**src/rtl/line_sensor_adc_pkg.sv**
```systemverilog
// Shared definitions for the line-sensor ADC scanner: timing, channel map,
// threshold, orientation codes and small helper functions.
package line_sensor_adc_pkg;

    localparam int unsigned SCLK_HALF    = 8;
    localparam int unsigned CS_GAP       = 4;
    localparam int unsigned CNT_W        = 4;
    localparam int unsigned ADC_W        = 12;
    localparam int unsigned FILTER_SCANS = 2;

    localparam logic [2:0] CH_LEFT   = 3'd0;
    localparam logic [2:0] CH_CENTRE = 3'd1;
    localparam logic [2:0] CH_RIGHT  = 3'd2;

    localparam logic [ADC_W-1:0] WHITE_THRESHOLD = 12'd1000;

    localparam logic [3:0] ORIENT_UNKNOWN     = 4'd0;
    localparam logic [3:0] ORIENT_SOFT_LEFT   = 4'd1;
    localparam logic [3:0] ORIENT_ON_LINE     = 4'd2;
    localparam logic [3:0] ORIENT_SOFT_RIGHT  = 4'd3;
    localparam logic [3:0] ORIENT_RIGHT_NODE  = 4'd4;
    localparam logic [3:0] ORIENT_LEFT_NODE   = 4'd5;
    localparam logic [3:0] ORIENT_T_NODE      = 4'd6;
    localparam logic [3:0] ORIENT_WHITE_SPACE = 4'd7;

    typedef enum logic [1:0] {
        FR_IDLE  = 2'd0,
        FR_SETUP = 2'd1,
        FR_SHIFT = 2'd2,
        FR_GAP   = 2'd3
    } frame_state_t;

    // Address bit driven on DIN for a given SCLK period (1..16): ADD2..ADD0 on periods 3..5.
    function automatic logic addr_bit(input logic [2:0] ch, input logic [4:0] period);
        logic b;
        b = 1'b0;
        case (period)
            5'd3:    b = ch[2];
            5'd4:    b = ch[1];
            5'd5:    b = ch[0];
            default: b = 1'b0;
        endcase
        return b;
    endfunction

    // Map the white/black pattern {left, centre, right} (1 = white) to an orientation code.
    function automatic logic [3:0] classify(input logic l, input logic c, input logic r);
        logic [3:0] code;
        code = ORIENT_WHITE_SPACE;
        case ({l, c, r})
            3'b010:  code = ORIENT_ON_LINE;
            3'b100:  code = ORIENT_SOFT_LEFT;
            3'b001:  code = ORIENT_SOFT_RIGHT;
            3'b110:  code = ORIENT_LEFT_NODE;
            3'b011:  code = ORIENT_RIGHT_NODE;
            3'b111:  code = ORIENT_T_NODE;
            default: code = ORIENT_WHITE_SPACE;
        endcase
        return code;
    endfunction

endpackage

```
**src/rtl/adc128s022_frame.sv**
```systemverilog
// One ADC128S022 SPI frame per request: SETUP, 16 SCLK periods, then CS gap.
// A request still high at the end of the gap chains straight into the next frame.
module adc128s022_frame
    import line_sensor_adc_pkg::*;
(
    input  logic             clk,
    input  logic             reset,
    input  logic             start,
    input  logic [2:0]       channel,
    input  logic             adc_dout,
    output logic             adc_cs_n,
    output logic             adc_sclk,
    output logic             adc_din,
    output logic [ADC_W-1:0] data,
    output logic             done
);

    frame_state_t     state, state_next;
    logic [CNT_W-1:0] cnt, cnt_next;
    logic [4:0]       half, half_next;
    logic [2:0]       chan_q, chan_next;
    logic [ADC_W-1:0] shreg, shreg_next;
    logic [ADC_W-1:0] data_next;
    logic             done_next;
    logic             cs_n_next, sclk_next, din_next;
    logic             half_done_c, gap_done_c;
    logic [4:0]       period_c;

    assign half_done_c = (cnt == CNT_W'(SCLK_HALF - 1));
    assign gap_done_c  = (cnt == CNT_W'(CS_GAP - 1));
    // SCLK period that begins when the current high half ends
    assign period_c    = {1'b0, half[4:1]} + 5'd2;

    // State register
    always_ff @(posedge clk) begin
        if (reset) state <= FR_IDLE;
        else       state <= state_next;
    end

    // Next-state logic
    always_comb begin
        state_next = state;
        case (state)
            FR_IDLE:  if (start) state_next = FR_SETUP;
            FR_SETUP: if (half_done_c) state_next = FR_SHIFT;
            FR_SHIFT: if (half_done_c && (half == 5'd31)) state_next = FR_GAP;
            FR_GAP:   if (gap_done_c) state_next = start ? FR_SETUP : FR_IDLE;
            default:  state_next = FR_IDLE;
        endcase
    end

    // Output / datapath next values: pins, counters and the shift register
    always_comb begin
        cnt_next   = cnt + 1'b1;
        half_next  = half;
        chan_next  = chan_q;
        shreg_next = shreg;
        data_next  = data;
        done_next  = 1'b0;
        sclk_next  = adc_sclk;
        din_next   = adc_din;
        cs_n_next  = (state_next == FR_IDLE) || (state_next == FR_GAP);
        if (state_next != state) cnt_next = '0;
        if ((state_next == FR_SETUP) && (state != FR_SETUP)) begin
            chan_next = channel;
            sclk_next = 1'b1;
        end
        case (state)
            FR_IDLE: cnt_next = '0;
            FR_SETUP: begin
                if (half_done_c) begin
                    half_next = '0;
                    sclk_next = 1'b0;
                    din_next  = addr_bit(chan_q, 5'd1);
                end
            end
            FR_SHIFT: begin
                if (half_done_c) begin
                    cnt_next = '0;
                    if (half == 5'd31) begin
                        din_next  = 1'b0;
                        done_next = 1'b1;
                        data_next = shreg;
                    end else begin
                        half_next = half + 5'd1;
                        if (!half[0]) begin
                            // rising edge; periods 5..16 carry DB11..DB0
                            sclk_next = 1'b1;
                            if (half >= 5'd8) shreg_next = {shreg[ADC_W-2:0], adc_dout};
                        end else begin
                            sclk_next = 1'b0;
                            din_next  = addr_bit(chan_q, period_c);
                        end
                    end
                end
            end
            default: ;
        endcase
    end

    // Registered pins, counters and captured data
    always_ff @(posedge clk) begin
        if (reset) begin
            cnt      <= '0;
            half     <= '0;
            chan_q   <= '0;
            shreg    <= '0;
            data     <= '0;
            done     <= 1'b0;
            adc_cs_n <= 1'b1;
            adc_sclk <= 1'b1;
            adc_din  <= 1'b0;
        end else begin
            cnt      <= cnt_next;
            half     <= half_next;
            chan_q   <= chan_next;
            shreg    <= shreg_next;
            data     <= data_next;
            done     <= done_next;
            adc_cs_n <= cs_n_next;
            adc_sclk <= sclk_next;
            adc_din  <= din_next;
        end
    end

endmodule

```
**src/rtl/line_sensor_adc.sv**
```systemverilog
// Line-sensor scanner: sequences four ADC frames per scan (L, C, R, L with
// one-frame pipelined returns), thresholds the readings and filters the code.
module line_sensor_adc
    import line_sensor_adc_pkg::*;
(
    input  logic        clk,
    input  logic        reset,
    input  logic        enable,
    input  logic        adc_dout,
    output logic        adc_cs_n,
    output logic        adc_sclk,
    output logic        adc_din,
    output logic [11:0] left_value,
    output logic [11:0] centre_value,
    output logic [11:0] right_value,
    output logic        sample_valid,
    output logic [3:0]  bot_orientation
);

    logic [1:0]       frame_idx;
    logic [ADC_W-1:0] left_tmp, centre_tmp;
    logic [3:0]       filt_cnt, prev_raw;
    logic             frame_start_c;
    logic [2:0]       frame_chan_c;
    logic             frame_done;
    logic [ADC_W-1:0] frame_data;
    logic [3:0]       raw_code_c, next_cnt_c;

    // Keep requesting frames mid-scan; a new scan only starts while enabled
    assign frame_start_c = enable || (frame_idx != 2'd0);

    // Channel addressed by the next frame
    always_comb begin
        frame_chan_c = CH_LEFT;
        case (frame_idx)
            2'd0:    frame_chan_c = CH_LEFT;
            2'd1:    frame_chan_c = CH_CENTRE;
            2'd2:    frame_chan_c = CH_RIGHT;
            default: frame_chan_c = CH_LEFT;
        endcase
    end

    // Classify the scan being completed (right reading arrives with the last frame)
    always_comb begin
        raw_code_c = classify(left_tmp < WHITE_THRESHOLD,
                              centre_tmp < WHITE_THRESHOLD,
                              frame_data < WHITE_THRESHOLD);
    end

    // Run-length of identical raw codes, saturating at 15
    always_comb begin
        next_cnt_c = 4'd1;
        if (raw_code_c == prev_raw) next_cnt_c = (filt_cnt == 4'hf) ? filt_cnt : filt_cnt + 4'd1;
    end

    adc128s022_frame u_frame (
        .clk      (clk),
        .reset    (reset),
        .start    (frame_start_c),
        .channel  (frame_chan_c),
        .adc_dout (adc_dout),
        .adc_cs_n (adc_cs_n),
        .adc_sclk (adc_sclk),
        .adc_din  (adc_din),
        .data     (frame_data),
        .done     (frame_done)
    );

    // Scan sequencer, result latching and orientation filter
    always_ff @(posedge clk) begin
        if (reset) begin
            frame_idx       <= 2'd0;
            left_tmp        <= '0;
            centre_tmp      <= '0;
            left_value      <= '0;
            centre_value    <= '0;
            right_value     <= '0;
            sample_valid    <= 1'b0;
            bot_orientation <= ORIENT_UNKNOWN;
            filt_cnt        <= 4'd0;
            prev_raw        <= ORIENT_UNKNOWN;
        end else begin
            sample_valid <= 1'b0;
            if (frame_done) begin
                frame_idx <= frame_idx + 2'd1;
                case (frame_idx)
                    2'd1: left_tmp   <= frame_data;
                    2'd2: centre_tmp <= frame_data;
                    2'd3: begin
                        left_value   <= left_tmp;
                        centre_value <= centre_tmp;
                        right_value  <= frame_data;
                        sample_valid <= 1'b1;
                        prev_raw     <= raw_code_c;
                        filt_cnt     <= next_cnt_c;
                        if (next_cnt_c == 4'(FILTER_SCANS)) bot_orientation <= raw_code_c;
                    end
                    default: ;
                endcase
            end
        end
    end

endmodule

```
**config.mk**
```make
export PLATFORM = sky130hd
export DESIGN_NAME = line_sensor_adc
export DESIGN_NICKNAME = d
export VERILOG_FILES = /design/src/rtl/line_sensor_adc_pkg.sv /design/src/rtl/adc128s022_frame.sv /design/src/rtl/line_sensor_adc.sv
export SDC_FILE = /design/constraint.sdc
export NUM_CORES = 1
export LEC_CHECK = 0
export ABC_AREA = 1
export CELL_PAD_IN_SITES_DETAIL_PLACEMENT = 0
export CELL_PAD_IN_SITES_GLOBAL_PLACEMENT = 1
export CORE_UTILIZATION = 37
export DETAILED_ROUTE_END_ITERATION = 10
export PLACE_DENSITY_LB_ADDON = 0.1
export SYNTH_ARGS = -nofsm -noshare
export SYNTH_HDL_FRONTEND = slang
export SYNTH_HIERARCHICAL = 1
export SYNTH_SLANG_ARGS = --single-unit
```
**constraint.sdc**
```tcl
create_clock -name clk -period 2.41 [get_ports clk]
set_clock_uncertainty 0.1 [all_clocks]
set_input_delay 0.482 -clock clk [delete_from_list [all_inputs] [get_ports clk]]
set_output_delay 0.482 -clock clk [all_outputs]
set_load 0.02 [all_outputs]
```
After elaboration in Yosys (flattened, before gate mapping)
Cells that the tools add are included.
Widths: inputs -> output; s select.
- bits in registers: 117
- bits of input ports: 4
- output and inout bits: 44
- word-level logic and storage cells: 112
- add/sub/neg operators: 5
- order comparisons: 4
- equal/unequal tests: 29
- muxes and demuxes: 31
- bitwise logic cells: 5
- reductions and logical operators: 18
- operators by type and width (operator ; number):
    $lt 12x10->1 const B ; 3
    $pmux 3 s6 ; 1
    $mux 4 ; 4
    $mux 5 ; 3
    $mux 1 ; 12
    $eq 2x2->1 const B ; 5
    $eq 5x3->1 const B ; 2
    $pmux 5 s2 ; 1
    $eq 3x3->1 const B ; 3
    $add 4x1->4 const B ; 2
    $eq 4x2->1 const B ; 2
    $mux 2 ; 4
    $pmux 2 s4 ; 1
    $pmux 4 s2 ; 1
    $reduce_and 4->1 ; 2
    $eq 2x1->1 const B ; 3
    $eq 3x2->1 const B ; 2
    $ne 2x1->1 const B ; 3
    $reduce_and 2->1 ; 3
    $reduce_and 3->1 ; 2
    $add 4x2->5 const B ; 1
    $add 5x1->5 const B ; 1
    $eq 5x2->1 const B ; 1
    $eq 5x5->1 const B ; 1
    other kinds (20) ; 29

Longest topological paths before layout
- depth after elaboration: 11
- gate-level depth with buffers: 19
- gate-level depth less buffers: 19

By module
The synthesis kept the hierarchy.
- by module, submodules not included (module ; instances ; cells an instance ; area each (sq um) ; seq. area each (sq um)):
    line_sensor_adc ; 1 ; 405 ; 3017.9 ; 1461.4
    adc128s022_frame ; 1 ; 259 ; 1896.8 ; 840.8

Least setup slack after synthesis
No wires, ideal clock.
- path kind: flip-flop to flip-flop
- start: register u_frame.half[0]
- end: register u_frame.adc_sclk
- setup time: 123 ps
- data arrival time: 2130 ps
- required time: 2187 ps
- setup slack: 57 ps
- cell stages (with the launch flop): 20
- path buffers: 0
- cell sequence: dfxtp_1 -> ha_1 -> nand2_1 -> inv_1 -> ha_1 -> inv_1 -> nor2_2 -> nor2_1 -> nand3_1 -> o21ai_1 -> inv_1 -> ha_1 -> inv_1 -> nor2_1 -> nor2_1 -> o21ai_0 -> nand3_1 -> nand2_1 -> a21oi_1 -> o21ai_0
- word-level cells in the longest chain between the ends: 10
- RTL lines (item ; RTL line ; text):
    start: declaration ; adc128s022_frame.sv:20 ; logic [4:0] half, half_next;
    start signal: assignment ; adc128s022_frame.sv:115 ; half <= half_next;
    $eq 5x5->1 (*) ; adc128s022_frame.sv:46 ; FR_SHIFT: if (half_done_c && (half == 5'd31)) state_next = FR_GAP;
    $logic_and 1x1->1 (*) ; adc128s022_frame.sv:46 ;
    $mux 2 (*) ; adc128s022_frame.sv:46 ;
    $pmux 2 s4 (*) ; adc128s022_frame.sv:43 ; case (state)
    via u_frame.state_next[0] ; adc128s022_frame.sv:18 ; frame_state_t state, state_next;
    $eq 2x1->1 (*) ; adc128s022_frame.sv:64 ; if ((state_next == FR_SETUP) && (state != FR_SETUP)) begin
    $logic_and 1x1->1 (*) ; adc128s022_frame.sv:64 ;
    $mux 1 (*) ; adc128s022_frame.sv:64 ;
    $mux 1 ; adc128s022_frame.sv:80 ; if (half == 5'd31) begin
    $mux 1 ; adc128s022_frame.sv:78 ; if (half_done_c) begin
    $pmux 1 s2 (*) ; adc128s022_frame.sv:68 ; case (state)
    end signal: assignment ; adc128s022_frame.sv:121 ; adc_sclk <= sclk_next;
    end: declaration ; adc128s022_frame.sv:12 ; output logic adc_sclk,
The timed path passes the listed nets; every way through them passes the cells marked *.
A chain may end at the register's enable or synchronous reset.

Final worst setup path
- start: register u_frame.half[1]
- end: register u_frame.adc_sclk
Same word-level chain as after synthesis.

==> metrics.txt <==
top flip-flop cell by instance count after synthesis sky130_fd_sc_hd__dfxtp_1; data required time at the worst endpoint 2610 ps; global route overflow 0; number of core rows 41; I/O pin total 48; endpoint of the most critical register-to-register path u_frame/adc_sclk; setup violators final 0; clock sink total 115; Vias 4290; number of warnings issued by yosys 6; Die Area 13750 um^2; run status complete, no violations; worst setup path category reg2reg; top cell type by total area after synthesis sky130_fd_sc_hd__dfxtp_1; worst hold path class reg2reg; fraction of final layout cells with drive strength greater than 1 0.1448; routed len/inst 12.51 um; clock tree from TritonCTS built; mean instance size in the synthesized netlist 7.402 um^2; cell area after layout 6294 um^2; buffer and inverter count on the worst path 4; first drt pass iteration count 5; share of synthesized area occupied by flip-flops and latches 0.4684; total of flip-flops plus latches after synthesis 115; wire length of the first global-routing pass 18880 um; largest net degree at the start of global routing 58; ratio of total power to cell area 811.3 nW/um^2; Final Slew Violations 0; DR iter-0 viols 239; top cells by instance count after synthesis sky130_fd_sc_hd__nor2_1, sky130_fd_sc_hd__dfxtp_1, sky130_fd_sc_hd__o21ai_0, sky130_fd_sc_hd__nand2_1, sky130_fd_sc_hd__inv_1; post-place instance area 5613 um^2; hold buffer count at cts 0; share of the synthesized area in the top cell type 0.4684; final critical-path share of the clock period 0.9348; layout overhead on the synthesized area 28.06%; clock-pin transition on the worst setup and hold timing paths 50 ps; Tmin final 2253 ps; kind of launch point of the worst setup path register; number of buffers created by CTS 17; final weighted congestion of routability-driven global placement 0.7886; via density per instance 4.746; antenna violations before repair 0; CP Cell Sequence ha_4, nand2_2, inv_1, ha_2, inv_2, nor2_4, nor2_4, nand3_2, o21ai_2, inv_1, ha_2, inv_2, nor2_2, nor2_1, o21ai_1, nand3_1, nand2_1, a21oi_1, o21ai_1; Worst Reg2Reg Path Length in Cells 19; Core Box Area 12770 um^2; area occupied by multi-input gates 2354 um^2; level count of the clock H-tree 4; fillers 1270; launch point of the worst reg-to-reg path u_frame/half[1]; max_slew headroom 0.4786; half-perimeter wire length after placement 7900 um; Post-route DRC 0; GRT Util Overall 0.1805; aggregate routed wire length 11310 um; Post-synth EDFFs 0; timing endpoint of the critical path u_frame/adc_sclk; Max stage delay on crit path 360 ps; starting density of the core 0.3848; final-report hold violation count 0; async set or reset register ratio after synthesis 0; worst-case setup slack after placement -144.8 ps; reported leakage power 0.002598 uW; setup slack of the critical path after layout 157.2 ps; critical-path maximum fanout 4; cell with the most instances after synthesis sky130_fd_sc_hd__nor2_1; netlist area before placement 4915 um^2; worst voltage drop across the vdd grid 492.9 uV; Detail Route Antenna Nets 0; actual transition at the worst max-transition pin 781.2 ps; critical path depth in cells 19; nets@finish 742; endpoint kind of the worst setup timing path register; area taken by flip-flops and latches 2307 um^2; Min Hold Slack 373.9 ps; worst-case clock buffer depth 2; maximum clock rate 0.4439 GHz; top cells by area in the synthesized netlist sky130_fd_sc_hd__dfxtp_1, sky130_fd_sc_hd__nor2_1, sky130_fd_sc_hd__o21ai_0; number of global-route vias before repair 4013; worst-skew pair later-pin latency 410 ps; worst setup path startpoint u_frame/half[1]; Slowest-stage cell, CP sky130_fd_sc_hd__dfxtp_4; master cell of the clock root buffer sky130_fd_sc_hd__clkbuf_16; Buffers on Ports 46; distinct cell type count after synthesis 33; post-synthesis cell count 664; die extent in x 117.3 um; worst path arrival time 2450 ps; cell count of the worst hold path 2; antenna diode instance count 0; reg2reg setup slack 160 ps; max-cap violation count 0; cell family with most CP delay simple AND/OR/NAND/NOR gates; Die H 117.3 um
## state kept, by name, indices dropped and copies added (netlist names), 2 cells and up
signal           cells
centre_tmp          12
centre_value        12
left_tmp            12
left_value          12
right_value         12
u_frame/data        12
u_frame/shreg       12
u_frame/half         5
filt_cnt             4
u_frame/cnt          4
bot_orientation      3
prev_raw             3
u_frame/chan_q       3
frame_idx            2
u_frame/state        2
## worst min-delay path by stage
stage | startpoint | endpoint | slack, ps
global route | centre_tmp[0] | centre_tmp[0] | 400
CTS | centre_tmp[0] | centre_tmp[0] | 380
global placement | u_frame/chan_q[0] | u_frame/chan_q[0] | 360
finish | centre_tmp[0] | centre_tmp[0] | 370
floorplan | u_frame/chan_q[0] | u_frame/chan_q[0] | 320
detailed placement | centre_value[7] | centre_value[7] | 370
## per-stage QoR
stage	instances	setup TNS (ps)	power [uW]	utilization
final	904	0	5106	0.4927
after floorplan	665	0	2426	-
after global placement	872	-117.8	2615	0.4394
after global routing	904	-2.665	5345	0.4927
after detailed placement	872	-209.0	2623	0.4394
after CTS	902	0	5105	0.4852
## tightest hold or removal path, cell delays in order (launching register included)
cell and delay, ps:
sky130_fd_sc_hd__dfxtp_1 320, sky130_fd_sc_hd__nor2_1 50, sky130_fd_sc_hd__nor2_1 80
## power breakdown
part / internal (uW) / switching (uW)
logic: 261 / 388
clock network: 1610 / 854
registers: 1950 / 39.5
## cell type report
cell class,instances,area share
multi-input cells,464,0.3740
flip-flops and latches,115,0.3666
repair buffers,65,0.09781
clock buffers,21,0.07634
inverters,58,0.03459
well taps,172,0.03419
clock inverters,9,0.01650
## kinds of logic after synthesis
logic type,count (synthesis),share of synthesized area
AO/OA/AOI/OAI,154,0.1662
adder cells (fa/ha/maj),17,0.04328
buffers and inverters,86,0.06899
flip-flops,115,0.4684
other,1,0.0007630
AND/OR/NAND/NOR,291,0.2523
## what timing repair did
action / in CTS / in global routing
resized for setup: 0 / 26
hold endpoints to repair: 0 / 0
setup buffers: 0 / 2
setup endpoints to repair: 0 / 4
## placed cells by master, fill, tap and decap left out, types with 5 or more instances in the layout
cell type,instances
sky130_fd_sc_hd__a21oi_1,34
sky130_fd_sc_hd__buf_4,18
sky130_fd_sc_hd__clkbuf_16,17
sky130_fd_sc_hd__clkdlybuf4s50_1,46
sky130_fd_sc_hd__dfxtp_1,113
sky130_fd_sc_hd__ha_1,11
sky130_fd_sc_hd__inv_1,45
sky130_fd_sc_hd__inv_2,13
sky130_fd_sc_hd__nand2_1,62
sky130_fd_sc_hd__nand2_2,6
sky130_fd_sc_hd__nand3_1,23
sky130_fd_sc_hd__nand3_2,5
sky130_fd_sc_hd__nand4_1,5
sky130_fd_sc_hd__nor2_1,169
sky130_fd_sc_hd__nor2_2,10
sky130_fd_sc_hd__o21ai_0,81
sky130_fd_sc_hd__o21ai_1,26
## layer usage
layer,global-route usage,routed length [um],vias up
met3,0.04943,401,13
li1,-,-,2257
met5,0,0,-
met2,0.2882,5089,66
met4,0.06582,156,0
met1,0.2332,5657,1954
Note: power is estimated with default switching activity, not from simulation.
==> RTL edit (same settings) <==
The package constant `CNT_W` goes from 4 to 5.
--- a/src/rtl/line_sensor_adc_pkg.sv
+++ b/src/rtl/line_sensor_adc_pkg.sv
@@ -6,3 +6,3 @@
     localparam int unsigned CS_GAP       = 4;
-    localparam int unsigned CNT_W        = 4;
+    localparam int unsigned CNT_W        = 5;
     localparam int unsigned ADC_W        = 12;
Check against the original RTL: same outputs for any inputs over 10 cycles, from zero or initial values and one cycle with reset high; that may be too few to reach the edited logic, so the function may still have changed.
==> RTL edit against the original RTL <==
Sequential cell count is 1 higher; final area is 0.28% lower; synthesized area is 2.4% higher; critical endpoint unchanged; setup slack better by 0.10 ns; wire length is 2.0% higher; hold slack worse by 0.011 ns; power is 1.1% higher.
==> RTL edit: results (changes against the original RTL) <==
* Ant diodes at 0 (unchanged)
* Fraction of final layout cells with drive strength greater than 1 at 12.4% (was 14.5%)
* Post-route antenna net violation count at 0 (unchanged)
* Busiest layer in global routing: met2 (unchanged)
* HPWL after detailed placement at 8.03 mm (was 7.90 mm)
* Static Leakage at 2.45 nW (was 2.60 nW)
* Detail Route met2 WL at 5.17 mm (was 5.09 mm)
* Worst EP arrival at 2.34 ns (was 2.45 ns)
* Initial drt markers at 218 (was 239)
* Buffer depth of the longest clock path at 2 (unchanged)
* Final std cells w/o fill at 896 (was 904)
* Number of nets in the finished design at 730 (was 742)
* Insertion delay to the later sink of the worst-skew pair at 0.41 ns (about the same)
* WL per Instance at 12.9 µm (was 12.5 µm)
* CP peak stage delay at 0.34 ns (was 0.36 ns)
* Largest net degree at the start of global routing at 70 (was 58)
* Yosys cell types at 41 (was 33)
* Met1 Wirelength at 5.76 mm (was 5.66 mm)
* Weighted congestion at the end of routability-driven global placement at 0.799 (was 0.789)
* Routed wl met3 at 321 µm (was 401 µm)
* Met2 routing resource usage after global routing at 27.6% (was 28.8%)
* Number of cells in the design after placement at 864 (was 872)
* Number of iterations in the first detailed-routing pass at 4 (was 5)
* Cell types occupying the most area after synthesis: sky130_fd_sc_hd__dfxtp_1 46%, sky130_fd_sc_hd__o21ai_0 9.3%, sky130_fd_sc_hd__nor2_1 9.0%, sky130_fd_sc_hd__a21oi_1 5.9%, sky130_fd_sc_hd__inv_1 4.8% (was sky130_fd_sc_hd__dfxtp_1 47%, sky130_fd_sc_hd__nor2_1 13%, sky130_fd_sc_hd__o21ai_0 8.5%, sky130_fd_sc_hd__nand2_1 4.8%, sky130_fd_sc_hd__ha_1 4.3%)
* Least-Margin Pin Slew at 0.524 ns (was 0.781 ns)
* Number of global-route vias before repair at 4,090 (was 4,013)
* Total routing resource utilization after global routing at 17.9% (was 18.1%)
* Mean instance size in the synthesized netlist at 7.68 µm² (was 7.40 µm²)
* Slowest cell on the critical path: sky130_fd_sc_hd__dfxtp_1 (was sky130_fd_sc_hd__dfxtp_4)
* Maximum VDD drop at 0.000445 V (was 0.000493 V)
* Commonest cells in the netlist: 121 x sky130_fd_sc_hd__nor2_1, 116 x sky130_fd_sc_hd__dfxtp_1, 94 x sky130_fd_sc_hd__o21ai_0 (was 171 x sky130_fd_sc_hd__nor2_1, 115 x sky130_fd_sc_hd__dfxtp_1, 83 x sky130_fd_sc_hd__o21ai_0)
* Wire length of the first global-routing pass at 19.7 mm (was 18.9 mm)
* CTS Buf Count at 17 (unchanged)
* GR Layer Usage met1 at 23.2% (was 23.3%)
* Post-CTS Setup Repair Bufs at 0 (unchanged)
* Routed via count at 4,258 (was 4,290)
* Initial antenna violation count at 0 (unchanged)
* Result of the run: completed (unchanged)
* Seq/Total Area, Yosys at 46.1% (was 46.8%)
* Instance area at placement at 0.00569 mm² (was 0.00561 mm²)
* Maximum level of the CTS H-tree at 4 (unchanged)
* Total of fill cells in the finished design at 1,355 (was 1,270)
* Met3 Use GR at 4.10% (was 4.94%)
* Hold WC Path Type: reg -> reg (unchanged)
## RTL edit: cell types whose count changed in the layout (fill, tap and decap cells not counted), moves of 4 or more
cell,change
sky130_fd_sc_hd__nand2_2,+4
sky130_fd_sc_hd__o21ai_1,-14
sky130_fd_sc_hd__a21oi_1,+25
sky130_fd_sc_hd__nor2_1,-48
sky130_fd_sc_hd__clkbuf_1,+4
sky130_fd_sc_hd__inv_2,-8
sky130_fd_sc_hd__buf_4,-5
sky130_fd_sc_hd__o21ai_0,+12
sky130_fd_sc_hd__ha_1,+8
sky130_fd_sc_hd__inv_1,+18
sky130_fd_sc_hd__nor3_1,+4
## RTL edit: metrics by stage
stage	setup WS, ns	power [W]
2_1_floorplan	0.279	0.00250
3_3_place_gp	0.127	0.00269
3_5_place_dp	0.0276	0.00269
4_1_cts	0.160	0.00522
5_1_grt	0.0102	0.00541
6_report	0.259	0.00516
## RTL edit: critical path, delay by kind of cell (launching register included)
kind                       cells  cell delay [ns]
and+or+nand+nor                7             0.59
DFF                            1             0.34
AOI/OAI and AO/OA              1             0.12
buffers and inverters          4             0.27
adders and majority gates      3             0.60
## RTL edit: cells by family after synthesis
family / share of synthesized area [%]
xor+xnor: 0.348
fa+ha+maj: 4.72
simple gates: 22.7
buf+inv: 8.08
flops: 46.1
other cells: 0.0745
compound gates: 18.0
## RTL edit: report_power, final
| part | switching (W) | internal, W | total [W] | leakage [nW] |
|---|---|---|---|---|
| clock | 0.000866 | 0.00164 | 0.00251 | 0.288 |
| sequential | 0.0000340 | 0.00197 | 0.00201 | 0.936 |
| combinational | 0.000400 | 0.000247 | 0.000647 | 1.22 |
| total | 0.00130 | 0.00386 | 0.00516 | 2.45 |
## RTL edit: path summary, 6_finish.rpt
check / start / end / slack [ns] / cells after the start
setup reg to reg: u_frame/half[2]$_SDFFE_PP0P_ / u_frame/adc_sclk$_SDFF_PP1_ / 0.26 / 15
hold / removal: u_frame/shreg[1]$_SDFFE_PP0P_ / u_frame/data[1]$_SDFFE_PP0P_ / 0.36 / 2
setup / recovery: u_frame/half[2]$_SDFFE_PP0P_ / u_frame/adc_sclk$_SDFF_PP1_ / 0.26 / 15
hold reg to reg: u_frame/shreg[1]$_SDFFE_PP0P_ / u_frame/data[1]$_SDFFE_PP0P_ / 0.36 / 2
## RTL edit: cell type report
| class | instances | area, µm² | area share [%] |
|---|---|---|---|
| Clock buffer | 22 | 454 | 7.24 |
| Tap cell | 176 | 220 | 3.51 |
| Multi-Input combinational cell | 443 | 2310 | 36.8 |
| Inverter | 69 | 259 | 4.13 |
| Timing Repair Buffer | 60 | 578 | 9.21 |
| Clock inverter | 10 | 131 | 2.09 |
| Sequential cell | 116 | 2320 | 37.0 |
